## src/rtl/control_sequencer.sv

```systemverilog
// Hardwired Mini SRC control unit: steps through the fetch/execute T-states and
// decodes the current state and IR into every datapath strobe and the ALU opcode.
module control_sequencer #(
  parameter logic [4:0] PC_INC_OP = 5'b11111
) (
  input  logic        clk,
  input  logic        clr,
  input  logic [31:0] ir,
  input  logic        mem_ready,
  output logic [15:0] Rin,
  output logic [15:0] Rout,
  output logic        Pen,
  output logic        Pout,
  output logic        MARen,
  output logic        MDRen,
  output logic        MDROut,
  output logic        Read,
  output logic        IRen,
  output logic        Yen,
  output logic        ZLOen,
  output logic        ZHIen,
  output logic        ZLOout,
  output logic        ZHIout,
  output logic        HIen,
  output logic        LOen,
  output logic [4:0]  alu_control,
  output logic        run,
  output logic        illegal
);

  localparam logic [3:0] StReset = 4'd0;
  localparam logic [3:0] StT0    = 4'd1;
  localparam logic [3:0] StT1    = 4'd2;
  localparam logic [3:0] StT2    = 4'd3;
  localparam logic [3:0] StT3    = 4'd4;
  localparam logic [3:0] StT4    = 4'd5;
  localparam logic [3:0] StT5    = 4'd6;
  localparam logic [3:0] StT6    = 4'd7;
  localparam logic [3:0] StHalt  = 4'd8;

  localparam logic [4:0] OpAluLast = 5'b01000;
  localparam logic [4:0] OpMul     = 5'b01111;
  localparam logic [4:0] OpDiv     = 5'b10000;
  localparam logic [4:0] OpNop     = 5'b11010;
  localparam logic [4:0] OpHalt    = 5'b11011;

  logic [3:0] state_q, state_d;

  logic [4:0] opcode;
  logic [3:0] ra, rb, rc;
  logic       is_alu, is_muldiv, is_nop, is_halt;

  assign opcode    = ir[31:27];
  assign ra        = ir[26:23];
  assign rb        = ir[22:19];
  assign rc        = ir[18:15];
  assign is_alu    = (opcode <= OpAluLast);
  assign is_muldiv = (opcode == OpMul) || (opcode == OpDiv);
  assign is_nop    = (opcode == OpNop);
  assign is_halt   = (opcode == OpHalt);

  always_ff @(posedge clk) begin
    if (clr) begin
      state_q <= StReset;
    end else begin
      state_q <= state_d;
    end
  end

  always_comb begin
    state_d = StReset;
    case (state_q)
      StReset: state_d = StT0;
      StT0:    state_d = StT1;
      StT1:    state_d = mem_ready ? StT2 : StT1;
      StT2:    state_d = StT3;
      StT3: begin
        if (is_alu || is_muldiv) begin
          state_d = StT4;
        end else if (is_halt) begin
          state_d = StHalt;
        end else begin
          state_d = StT0;
        end
      end
      StT4:    state_d = (is_alu || is_muldiv) ? StT5 : StT0;
      StT5:    state_d = is_muldiv ? StT6 : StT0;
      StT6:    state_d = StT0;
      StHalt:  state_d = StHalt;
      default: state_d = StReset;
    endcase
  end

  always_comb begin
    Rin         = '0;
    Rout        = '0;
    Pen         = 1'b0;
    Pout        = 1'b0;
    MARen       = 1'b0;
    MDRen       = 1'b0;
    MDROut      = 1'b0;
    Read        = 1'b0;
    IRen        = 1'b0;
    Yen         = 1'b0;
    ZLOen       = 1'b0;
    ZHIen       = 1'b0;
    ZLOout      = 1'b0;
    ZHIout      = 1'b0;
    HIen        = 1'b0;
    LOen        = 1'b0;
    alu_control = 5'b00000;
    run         = 1'b0;
    illegal     = 1'b0;
    case (state_q)
      StT0: begin
        run         = 1'b1;
        Pout        = 1'b1;
        MARen       = 1'b1;
        ZLOen       = 1'b1;
        alu_control = PC_INC_OP;
      end
      // Held through memory stalls; reloading PC from an unchanged ZLO is harmless.
      StT1: begin
        run    = 1'b1;
        ZLOout = 1'b1;
        Pen    = 1'b1;
        Read   = 1'b1;
        MDRen  = 1'b1;
      end
      StT2: begin
        run    = 1'b1;
        MDROut = 1'b1;
        IRen   = 1'b1;
      end
      StT3: begin
        run = 1'b1;
        if (is_alu) begin
          Rout = 16'h0001 << rb;
          Yen  = 1'b1;
        end else if (is_muldiv) begin
          Rout = 16'h0001 << ra;
          Yen  = 1'b1;
        end else if (!is_nop && !is_halt) begin
          illegal = 1'b1;
        end
      end
      StT4: begin
        run = 1'b1;
        if (is_alu) begin
          Rout        = 16'h0001 << rc;
          ZLOen       = 1'b1;
          alu_control = opcode + 5'd1;
        end else if (is_muldiv) begin
          Rout        = 16'h0001 << rb;
          ZLOen       = 1'b1;
          ZHIen       = 1'b1;
          alu_control = opcode + 5'd1;
        end
      end
      StT5: begin
        run = 1'b1;
        if (is_alu) begin
          ZLOout = 1'b1;
          Rin    = 16'h0001 << ra;
        end else if (is_muldiv) begin
          ZLOout = 1'b1;
          LOen   = 1'b1;
        end
      end
      StT6: begin
        run    = 1'b1;
        ZHIout = 1'b1;
        HIen   = 1'b1;
      end
      default: ;
    endcase
  end

endmodule

```

## config.mk

```make
export PLATFORM = sky130hd
export DESIGN_NAME = control_sequencer
export DESIGN_NICKNAME = d
export VERILOG_FILES = /design/src/rtl/control_sequencer.sv
export SDC_FILE = /design/constraint.sdc
export NUM_CORES = 1
export LEC_CHECK = 0
export CORE_MARGIN = 1
export CORE_UTILIZATION = 39
export DETAILED_ROUTE_END_ITERATION = 7
export GPL_ROUTABILITY_DRIVEN = 0
export PLACE_DENSITY_LB_ADDON = 0.1
export SLEW_MARGIN = 20
export SYNTH_ARGS = -nofsm -noshare
export SYNTH_HDL_FRONTEND = slang
export SYNTH_SLANG_ARGS = --single-unit
```

## constraint.sdc

```tcl
create_clock -name clk -period 3.12 [get_ports clk]
set_clock_uncertainty 0.15 [all_clocks]
set_input_delay 0.78 -clock clk [delete_from_list [all_inputs] [get_ports clk]]
set_output_delay 0.78 -clock clk [all_outputs]
set_load 0.005 [all_outputs]
```

### After elaboration in Yosys (flattened, before gate mapping)

Cells that the tools add are included.

* register bits: 4
* latch bits: 0
* memory bits (writable): 0
* bits in read-only memories: 0
* input port bits: 35
* output and inout port bits: 53
* logic and storage cells: 59
* memories: 0

* add/subtract/negate cells: 1
* $mul: 0
* div/mod/pow operators: 0
* order comparisons: 1
* equal/unequal tests: 12
* shift operators: 3
* multiplexer cells: 33
* bitwise logic cells: 0
* reduce and logical (&&, ||, !) cells: 8

Operator list (count)
* $mux W16: 6
* $shl A1 B4 Y16 const A: 3
* $pmux W16 S2: 1
* $pmux W4 S8: 1
* $eq A4 B3 Y1 const B: 4
* $mux W1: 16
* $eq A5 B5 Y1 const B: 3
* $mux W5: 2
* $pmux W5 S2: 1
* $eq A4 B2 Y1 const B: 2
* $mux W4: 2
* $reduce_or A7 Y1: 1
* $mux W3: 2
* $add A5 B1 Y5 const B: 1
* $eq A5 B4 Y1 const B: 1
* $le A5 B4 Y1 const B: 1
* $eq A4 B1 Y1 const B: 1
* $eq A4 B4 Y1 const B: 1
* $logic_not A4 Y1: 1
* $pmux W1 S2: 2
* $logic_not A1 Y1: 2
* $logic_or A1 B1 Y1: 2
* $reduce_or A2 Y1: 1
* $logic_and A1 B1 Y1: 1

### Longest topological paths before layout

Gate-level depths: netlist of run 1.

* depth in word-level cells: 7
* mapped depth: 8
* depth with buffers taken out: 8

### Worst setup path before layout of run 1

Ideal clock, no wire load.

* path type: input to output
* start: input port ir[27]
* end: output port Rout[13]
* arrival: 1.976 ns
* required time: 2.190 ns
* path slack: 0.214 ns
* stages: 7
* buffers on the path: 1
* cells stage by stage: inv_1 > ha_1 > nand2b_4 > buf_6 > a2111oi_2 > a31oi_1 > o21ai_1

* cells in the longest elaborated chain, start to end: 5
* elaborated cells between the ends (all ways): 9
* those cells by class: 1 x order compare; 2 x eq/ne; 5 x mux; 1 x reduce/logical

Ends and longest elaborated chain
* start, declared: line 8 `input logic [31:0] ir,`
* parallel branches: the longest is 4 deep, another holds $le A5 B4 Y1
* $pmux W16 S2 *: line 114 `case (state_q)`
* end, declared: line 11 `output logic [15:0] Rout,`

Every way passes the cells marked *.

### Worst setup path in the final report of run 1

* start: input port ir[28]
* end: output port Rout[15]

Same word-level chain as after synthesis.

==> results of run 1 <==
## cells by family (layout without fill, tap and decap cells)
group,after synthesis,in the layout,synth area share (%)
AOI/OAI and AO/OA,67,67,38.2
xor gates and xnor gates,2,2,1.12
adders and majority gates,3,3,2.41
buffers and inverters,34,179,12.4
DFF,4,4,5.14
and+or+nand+nor,114,115,40.8
## timing repair
action | CTS | global route
hold endpoints to repair | 0 | 0
endpoints found under the setup margin | 43 | 43
pin swaps | 32 | 31
buffers inserted | 27 | 5
cloned | 3 | 0
gates resized for setup | 184 | 76
## routing by layer
metal	up-vias	GRT usage (%)	part of all wire, %
met2	201	61.3	48
li1	1130	-	-
met4	0	15.2	7.1
met1	1199	39.2	37
met5	-	0	0
met3	62	3.65	8.2
## cell usage in the layout (no fill, tap or decap), types with 4 or more instances in the layout
cell,instances
sky130_fd_sc_hd__nor2_1,23
sky130_fd_sc_hd__o211ai_1,5
sky130_fd_sc_hd__clkbuf_2,23
sky130_fd_sc_hd__buf_2,18
sky130_fd_sc_hd__nand2_1,18
sky130_fd_sc_hd__nor3_1,9
sky130_fd_sc_hd__clkdlybuf4s50_1,16
sky130_fd_sc_hd__a32oi_2,5
sky130_fd_sc_hd__nor3_2,6
sky130_fd_sc_hd__buf_6,13
sky130_fd_sc_hd__dlygate4sd2_1,10
sky130_fd_sc_hd__nand2b_4,4
sky130_fd_sc_hd__buf_12,4
sky130_fd_sc_hd__nand3_1,4
sky130_fd_sc_hd__nand2b_1,9
sky130_fd_sc_hd__inv_1,6
sky130_fd_sc_hd__dfxtp_1,4
sky130_fd_sc_hd__a22oi_2,9
sky130_fd_sc_hd__buf_4,75
sky130_fd_sc_hd__o21ai_1,7
sky130_fd_sc_hd__a21oi_1,6
sky130_fd_sc_hd__o221ai_1,5
sky130_fd_sc_hd__a32oi_1,5
sky130_fd_sc_hd__nor2_2,8
sky130_fd_sc_hd__a2111oi_4,7
sky130_fd_sc_hd__nand2_2,5
sky130_fd_sc_hd__nor2b_1,4
## how the worst max path moves through the flow
stage                to  slack (ps)  depth (start not counted)
2_1_floorplan  Rout[13]         210                          7
3_3_place_gp    Rin[11]        -820                          8
3_5_place_dp   Rout[12]        -850                          9
4_1_cts         Rout[9]         -40                          8
5_1_grt         Rout[4]        -100                         10
6_report       Rout[15]         -70                          9
## report_power, final
part / total, uW / switching (uW) / internal, uW / leakage [uW]
logic: 562 / 291 / 272 / 0.00132
clock network: 112 / 29.1 / 82.5 / 0.0000216
registers: 80.8 / 17.7 / 63.2 / 0.0000328
total: 755 / 337 / 417 / 0.00137
## area by class of cell
| class | instances | area, um^2 | area share (%) |
|---|---|---|---|
| multi-input cells | 187 | 1660 | 51.5 |
| repair buffers | 165 | 1330 | 41.3 |
| flip-flops and latches | 4 | 80.1 | 2.48 |
| well taps | 48 | 60.1 | 1.86 |
| clock buffers | 3 | 41.3 | 1.28 |
| repair inverters | 1 | 7.51 | 0.233 |
| inverters | 10 | 45.0 | 1.40 |
## tightest hold or removal path, delay by kind of cell, from the launching register on
family / cells / cell delay (ps)
buffers and inverters: 1 / 190
flip-flops: 1 / 380
AND/OR/NAND/NOR: 1 / 70
## per-stage QoR
stage | cell area [um^2] | total power, uW | cells
after detailed placement | 2640 | 556 | 381
after global routing | 3230 | 788 | 418
after global placement | 2640 | 550 | 381
after floorplan | 1560 | 327 | 224
after CTS | 3160 | 703 | 414
final | 3230 | 755 | 418
==> impl_metrics.py, run 1 <==
metrics = {
    "pwr": {
        "max-vdd-ir-drop_mv": 0.123,
        "cellLeakagePower_uw": 0.00137,
        "power_density_nw_per_um2": 234,
    },
    "setup_path": {
        "worst-path-max-fanout": 5,
        "kind_of_launch_point_of_the_worst_setup_path": "input port",
        "critical_path_arrival_ps": 2260,
        "critPathRequiredTime_ps": 2190,
        "sort_of_element_at_the_end_of_the_critical_path": "primary output",
        "crit_buf_inv": 4,
        "cp-startpoint": "ir[28]",
        "timing.critical_path.slowest_cell_delay_ps": 310,
        "crit-reg2reg-capture": "state_q[1]",
        "cpMaxStageDelayCell": "sky130_fd_sc_hd__o221ai_1",
        "critical_path.reg2reg.startpoint": "state_q[0]",
        "internal_reg_to_reg_setup_slack_ps": 900,
        "critical_path.cell_chain": "buf_8, inv_4, ha_4, buf_12, nand2b_4, a21oi_1, nand4_1, o221ai_1, clkbuf_2",
        "setup.worst_path.class": "input port to primary output",
        "cp_top_family": "compound AO/OA/AOI/OAI gates",
        "ff2ff_path_depth": 9,
    },
    "logic_synthesis": {
        "synth-seq-area-share_pct": 5.14,
        "synth.largest_area_cell": "sky130_fd_sc_hd__nor2_1",
        "synth_largest_type_area_fraction_pct": 7.71,
        "synth_seq_cells": 4,
        "netlist_top_cells_count": "sky130_fd_sc_hd__nor2_1, sky130_fd_sc_hd__nand2_1, sky130_fd_sc_hd__nor3_1",
        "ys_top_cells_by_area": "sky130_fd_sc_hd__nor2_1, sky130_fd_sc_hd__a2111oi_4, sky130_fd_sc_hd__a32oi_1",
        "most_used_standard_cell_by_instance_count_after_synthesis": "sky130_fd_sc_hd__nor2_1",
        "syn-num-nets": 262,
        "synth_enable_flop_cells": 0,
        "avgSynthCellArea_um2": 6.95,
        "synth-main-ff-cell": "sky130_fd_sc_hd__dfxtp_1",
        "proportion_of_register_bits_with_asynchronous_set_or_reset_after_synthesis_pct": 0,
        "post_synth_instance_area_um2": 1560,
        "synthCells": 224,
        "synth_cell_types": 53,
        "synth.yosys.warnings": 0,
    },
    "sta": {
        "headroom_to_the_max_slew_limit_pct": 69.8,
        "hold_viol": 0,
        "hold-worst-slack_ps": 559,
        "unrepaired_setup_endpoints_after_global_routing": "true",
        "final_critical_path_setup_slack_ps": -68.1,
        "post-route-min-period_ps": 3190,
        "report.final.slew_viol_count": 0,
        "finalSetupViolCount": 9,
        "achievable-frequency_mhz": 314,
        "setup_tns_final_ps": -368,
        "worstMarginPinSlew_ps": 450,
        "post-route-period-util_pct": 102,
    },
    "cells_and_area": {
        "insertedDiodeCount": 0,
        "filler_cell_count": 191,
        "biggest_regs": "state_q x4",
        "largest_register": "state_q",
        "final_nets": 410,
        "largest_reg_flops": 4,
        "post-route-util_pct": 86.2,
        "post_route_cells_drive_above_1_share_pct": 57.8,
        "flow.area_growth_from_synthesis_pct": 107,
    },
    "floorplan": {
        "die-area_um2": 4250,
        "io_pins": 88,
        "fp-row-count": 22,
        "dieHeight_um": 65.2,
        "initial_core_util_pct": 41.6,
        "fp.dieW_um": 65.2,
        "core-area_um2": 3740,
    },
    "outcome": {
        "status": "complete, but fails checks",
        "failed_checks": "setup timing",
    },
    "route": {
        "count_of_vias_placed_by_the_detailed_router": 2592,
        "drcViolationCount": 0,
        "drt_pass1_iterations": 5,
        "vias_per_cell": 6.20,
        "drc_marker_count_from_the_first_detailed_route_iteration": 287,
        "routed_wl_um": 8160,
        "antenna_violating_nets_post_route": 0,
        "routed_wire_length_per_instance_um": 19.5,
    },
    "place": {
        "place.detailed.hpwl_um": 4400,
        "port-buffer-count": 72,
        "post-place-ws_ps": -846,
    },
    "clock_tree": {
        "clk_transition_reported_paths_ps": 40,
        "cts.sink_count": 4,
        "ctsHtreeMaxLevel": 1,
        "hold_buffers": 0,
        "tritoncts": "yes",
        "worst_skew_pair.late_latency_ps": 220,
        "cts_buffers": 3,
        "cts-root-to-sink-buffers": 2,
        "clock-root-buffer": "sky130_fd_sc_hd__clkbuf_8",
    },
    "grt": {
        "global_route.overflow_total": 0,
        "globalRouteTotalUtil_pct": 33.8,
        "number_of_global_route_vias_before_repair": 2424,
        "grt_first_pass_wirelength_um": 11400,
        "grt_start_max_net_pins": 21,
        "grt_antenna_before_repair": 0,
    },
    "job": {
        "max_cap_viol_count": 0,
    },
    "min_path": {
        "hp-start": "state_q[3]",
        "hold_path_class": "flop to flop",
        "hold-path-endpoint": "state_q[2]",
        "hold-path-cell-count": 2,
    },
}
Power figures use the tool's default switching activity.
==> run 2: changes to the inputs <==
--- a/config.mk
+++ b/config.mk
@@ -7,6 +7,7 @@
 export LEC_CHECK = 0
 export CORE_MARGIN = 1
 export CORE_UTILIZATION = 39
+export CTS_CLUSTER_SIZE = 30
 export DETAILED_ROUTE_END_ITERATION = 7
 export GPL_ROUTABILITY_DRIVEN = 0
 export PLACE_DENSITY_LB_ADDON = 0.1
==> constraint.sdc (replaced) <==
create_clock -name clk -period 3.12 [get_ports clk]
set_clock_uncertainty 0.15 [all_clocks]
set_input_delay 0.78 -clock clk [delete_from_list [all_inputs] [get_ports clk]]
set_output_delay 0.78 -clock clk [all_outputs]
set_load 0.05 [all_outputs]
==> impl_metrics.py, run 2 <==
metrics = {
    "logic_synthesis": {
        "synth_cell_types": 53,
        "synthCells": 224,
        "synth.yosys.warnings": 0,
        "synth_enable_flop_cells": 0,
        "portion_of_netlist_area_occupied_by_mux_cells_pct": 0,
        "avgSynthCellArea_um2": 6.95,
        "synth-compound-area-share_pct": 38.2,
        "synth-main-ff-cell": "sky130_fd_sc_hd__dfxtp_1",
        "synth_largest_type_area_fraction_pct": 7.71,
        "proportion_of_register_bits_with_asynchronous_set_or_reset_after_synthesis_pct": 0,
        "synth.largest_area_cell": "sky130_fd_sc_hd__nor2_1",
        "post_synth_instance_area_um2": 1560,
        "netlist_top_cells_count": "sky130_fd_sc_hd__nor2_1, sky130_fd_sc_hd__nand2_1, sky130_fd_sc_hd__nor3_1",
        "simple_gate_area_share_of_the_yosys_netlist_pct": 40.8,
        "ys_top_cells_by_area": "sky130_fd_sc_hd__nor2_1, sky130_fd_sc_hd__a2111oi_4, sky130_fd_sc_hd__a32oi_1",
        "synth_top_family_by_area": "simple AND/OR/NAND/NOR gates",
        "most_used_standard_cell_by_instance_count_after_synthesis": "sky130_fd_sc_hd__nor2_1",
        "synth-seq-area-share_pct": 5.14,
        "fraction_of_synthesized_cell_area_in_xor_and_xnor_cells_pct": 1.12,
        "synth-adder-area-share_pct": 2.41,
        "syn-num-nets": 262,
        "synth_seq_cells": 4,
    },
    "outcome": {
        "toolErrorMsg": "[ERROR DPL-0038] Utilization greater than 100%, impossible to legalize",
        "status": "aborted with a tool error",
        "last-stage-reached": "clock tree synthesis (4_1_cts)",
    },
    "place": {
        "post-place-ws_ps": -654,
        "detailed_place.area_um2": 3300,
        "port-buffer-count": 72,
        "place.detailed.hpwl_um": 5310,
    },
    "clock_tree": {
        "cts-root-to-sink-buffers": 2,
        "cts_buffers": 3,
        "ctsHtreeMaxLevel": 1,
        "hold_buffers": 0,
        "cts_resized": 109,
        "clock-root-buffer": "sky130_fd_sc_hd__clkbuf_8",
        "cts_setup_buffers": 22,
        "cts.sink_count": 4,
    },
    "floorplan": {
        "initial_core_util_pct": 41.6,
        "io_pins": 88,
        "fp.dieW_um": 65.2,
        "dieHeight_um": 65.2,
        "fp-row-count": 22,
    },
}
## run 2: cell counts after synthesis
No cell type changed its count.
## run 2: kinds of logic after synthesis
kind of cell	Yosys count
XOR/XNOR	2
flip-flops	4
AO/OA/AOI/OAI	67
buffers and inverters	34
adder cells (fa/ha/maj)	3
AND/OR/NAND/NOR	114
## run 2: metrics by stage
stage	instances	hold slack (ps)
after floorplan	224	443
after detailed placement	378	541
after global placement	378	524
==> run 3: changes to the inputs <==
--- a/config.mk
+++ b/config.mk
@@ -7,10 +7,9 @@
 export LEC_CHECK = 0
 export CORE_MARGIN = 1
 export CORE_UTILIZATION = 39
-export CTS_CLUSTER_SIZE = 30
 export DETAILED_ROUTE_END_ITERATION = 7
 export GPL_ROUTABILITY_DRIVEN = 0
-export PLACE_DENSITY_LB_ADDON = 0.1
+export PLACE_DENSITY_LB_ADDON = 0.15
 export SLEW_MARGIN = 20
 export SYNTH_ARGS = -nofsm -noshare
 export SYNTH_HDL_FRONTEND = slang
==> impl_metrics.py, run 3 <==
metrics = {
    "outcome": {
        "status": "aborted with a tool error",
        "last-stage-reached": "clock tree synthesis (4_1_cts)",
        "toolErrorMsg": "[ERROR DPL-0038] Utilization greater than 100%, impossible to legalize",
    },
    "floorplan": {
        "io_pins": 88,
        "fp-row-count": 22,
        "dieHeight_um": 65.2,
        "initial_core_util_pct": 41.6,
        "fp.dieW_um": 65.2,
    },
    "logic_synthesis": {
        "synth-main-ff-cell": "sky130_fd_sc_hd__dfxtp_1",
        "post_synth_instance_area_um2": 1560,
        "netlist_top_cells_count": "sky130_fd_sc_hd__nor2_1, sky130_fd_sc_hd__nand2_1, sky130_fd_sc_hd__nor3_1",
        "synth-seq-area-share_pct": 5.14,
        "synth_largest_type_area_fraction_pct": 7.71,
        "ys_top_cells_by_area": "sky130_fd_sc_hd__nor2_1, sky130_fd_sc_hd__a2111oi_4, sky130_fd_sc_hd__a32oi_1",
        "synth.yosys.warnings": 0,
        "avgSynthCellArea_um2": 6.95,
        "synthCells": 224,
        "synth.largest_area_cell": "sky130_fd_sc_hd__nor2_1",
        "most_used_standard_cell_by_instance_count_after_synthesis": "sky130_fd_sc_hd__nor2_1",
        "synth_cell_types": 53,
        "proportion_of_register_bits_with_asynchronous_set_or_reset_after_synthesis_pct": 0,
        "synth_enable_flop_cells": 0,
        "syn-num-nets": 262,
        "synth_seq_cells": 4,
    },
    "clock_tree": {
        "ctsHtreeMaxLevel": 1,
        "cts_resized": 80,
        "cts-root-to-sink-buffers": 2,
        "cts_setup_buffers": 12,
        "hold_buffers": 0,
        "clock-root-buffer": "sky130_fd_sc_hd__clkbuf_8",
        "cts.sink_count": 4,
        "cts_buffers": 3,
    },
    "place": {
        "place.detailed.hpwl_um": 6110,
        "port-buffer-count": 72,
        "post-place-ws_ps": -667,
        "numPlacedInstances": 383,
    },
}
[run 3: cell counts after synthesis]
No cell type changed its count.
[run 3: logic make-up after synthesis]
| kind of cell | synth area share (%) |
|---|---|
| compound gates | 38.2 |
| flops | 5.14 |
| xor+xnor | 1.12 |
| simple gates | 40.8 |
| fa+ha+maj | 2.41 |
| buf+inv | 12.4 |
[run 3: through the flow]
step / cell area (um^2) / hold slack [ps]
after global placement: 3350 / 514
after detailed placement: 3350 / 528
after floorplan: 1780 / 443
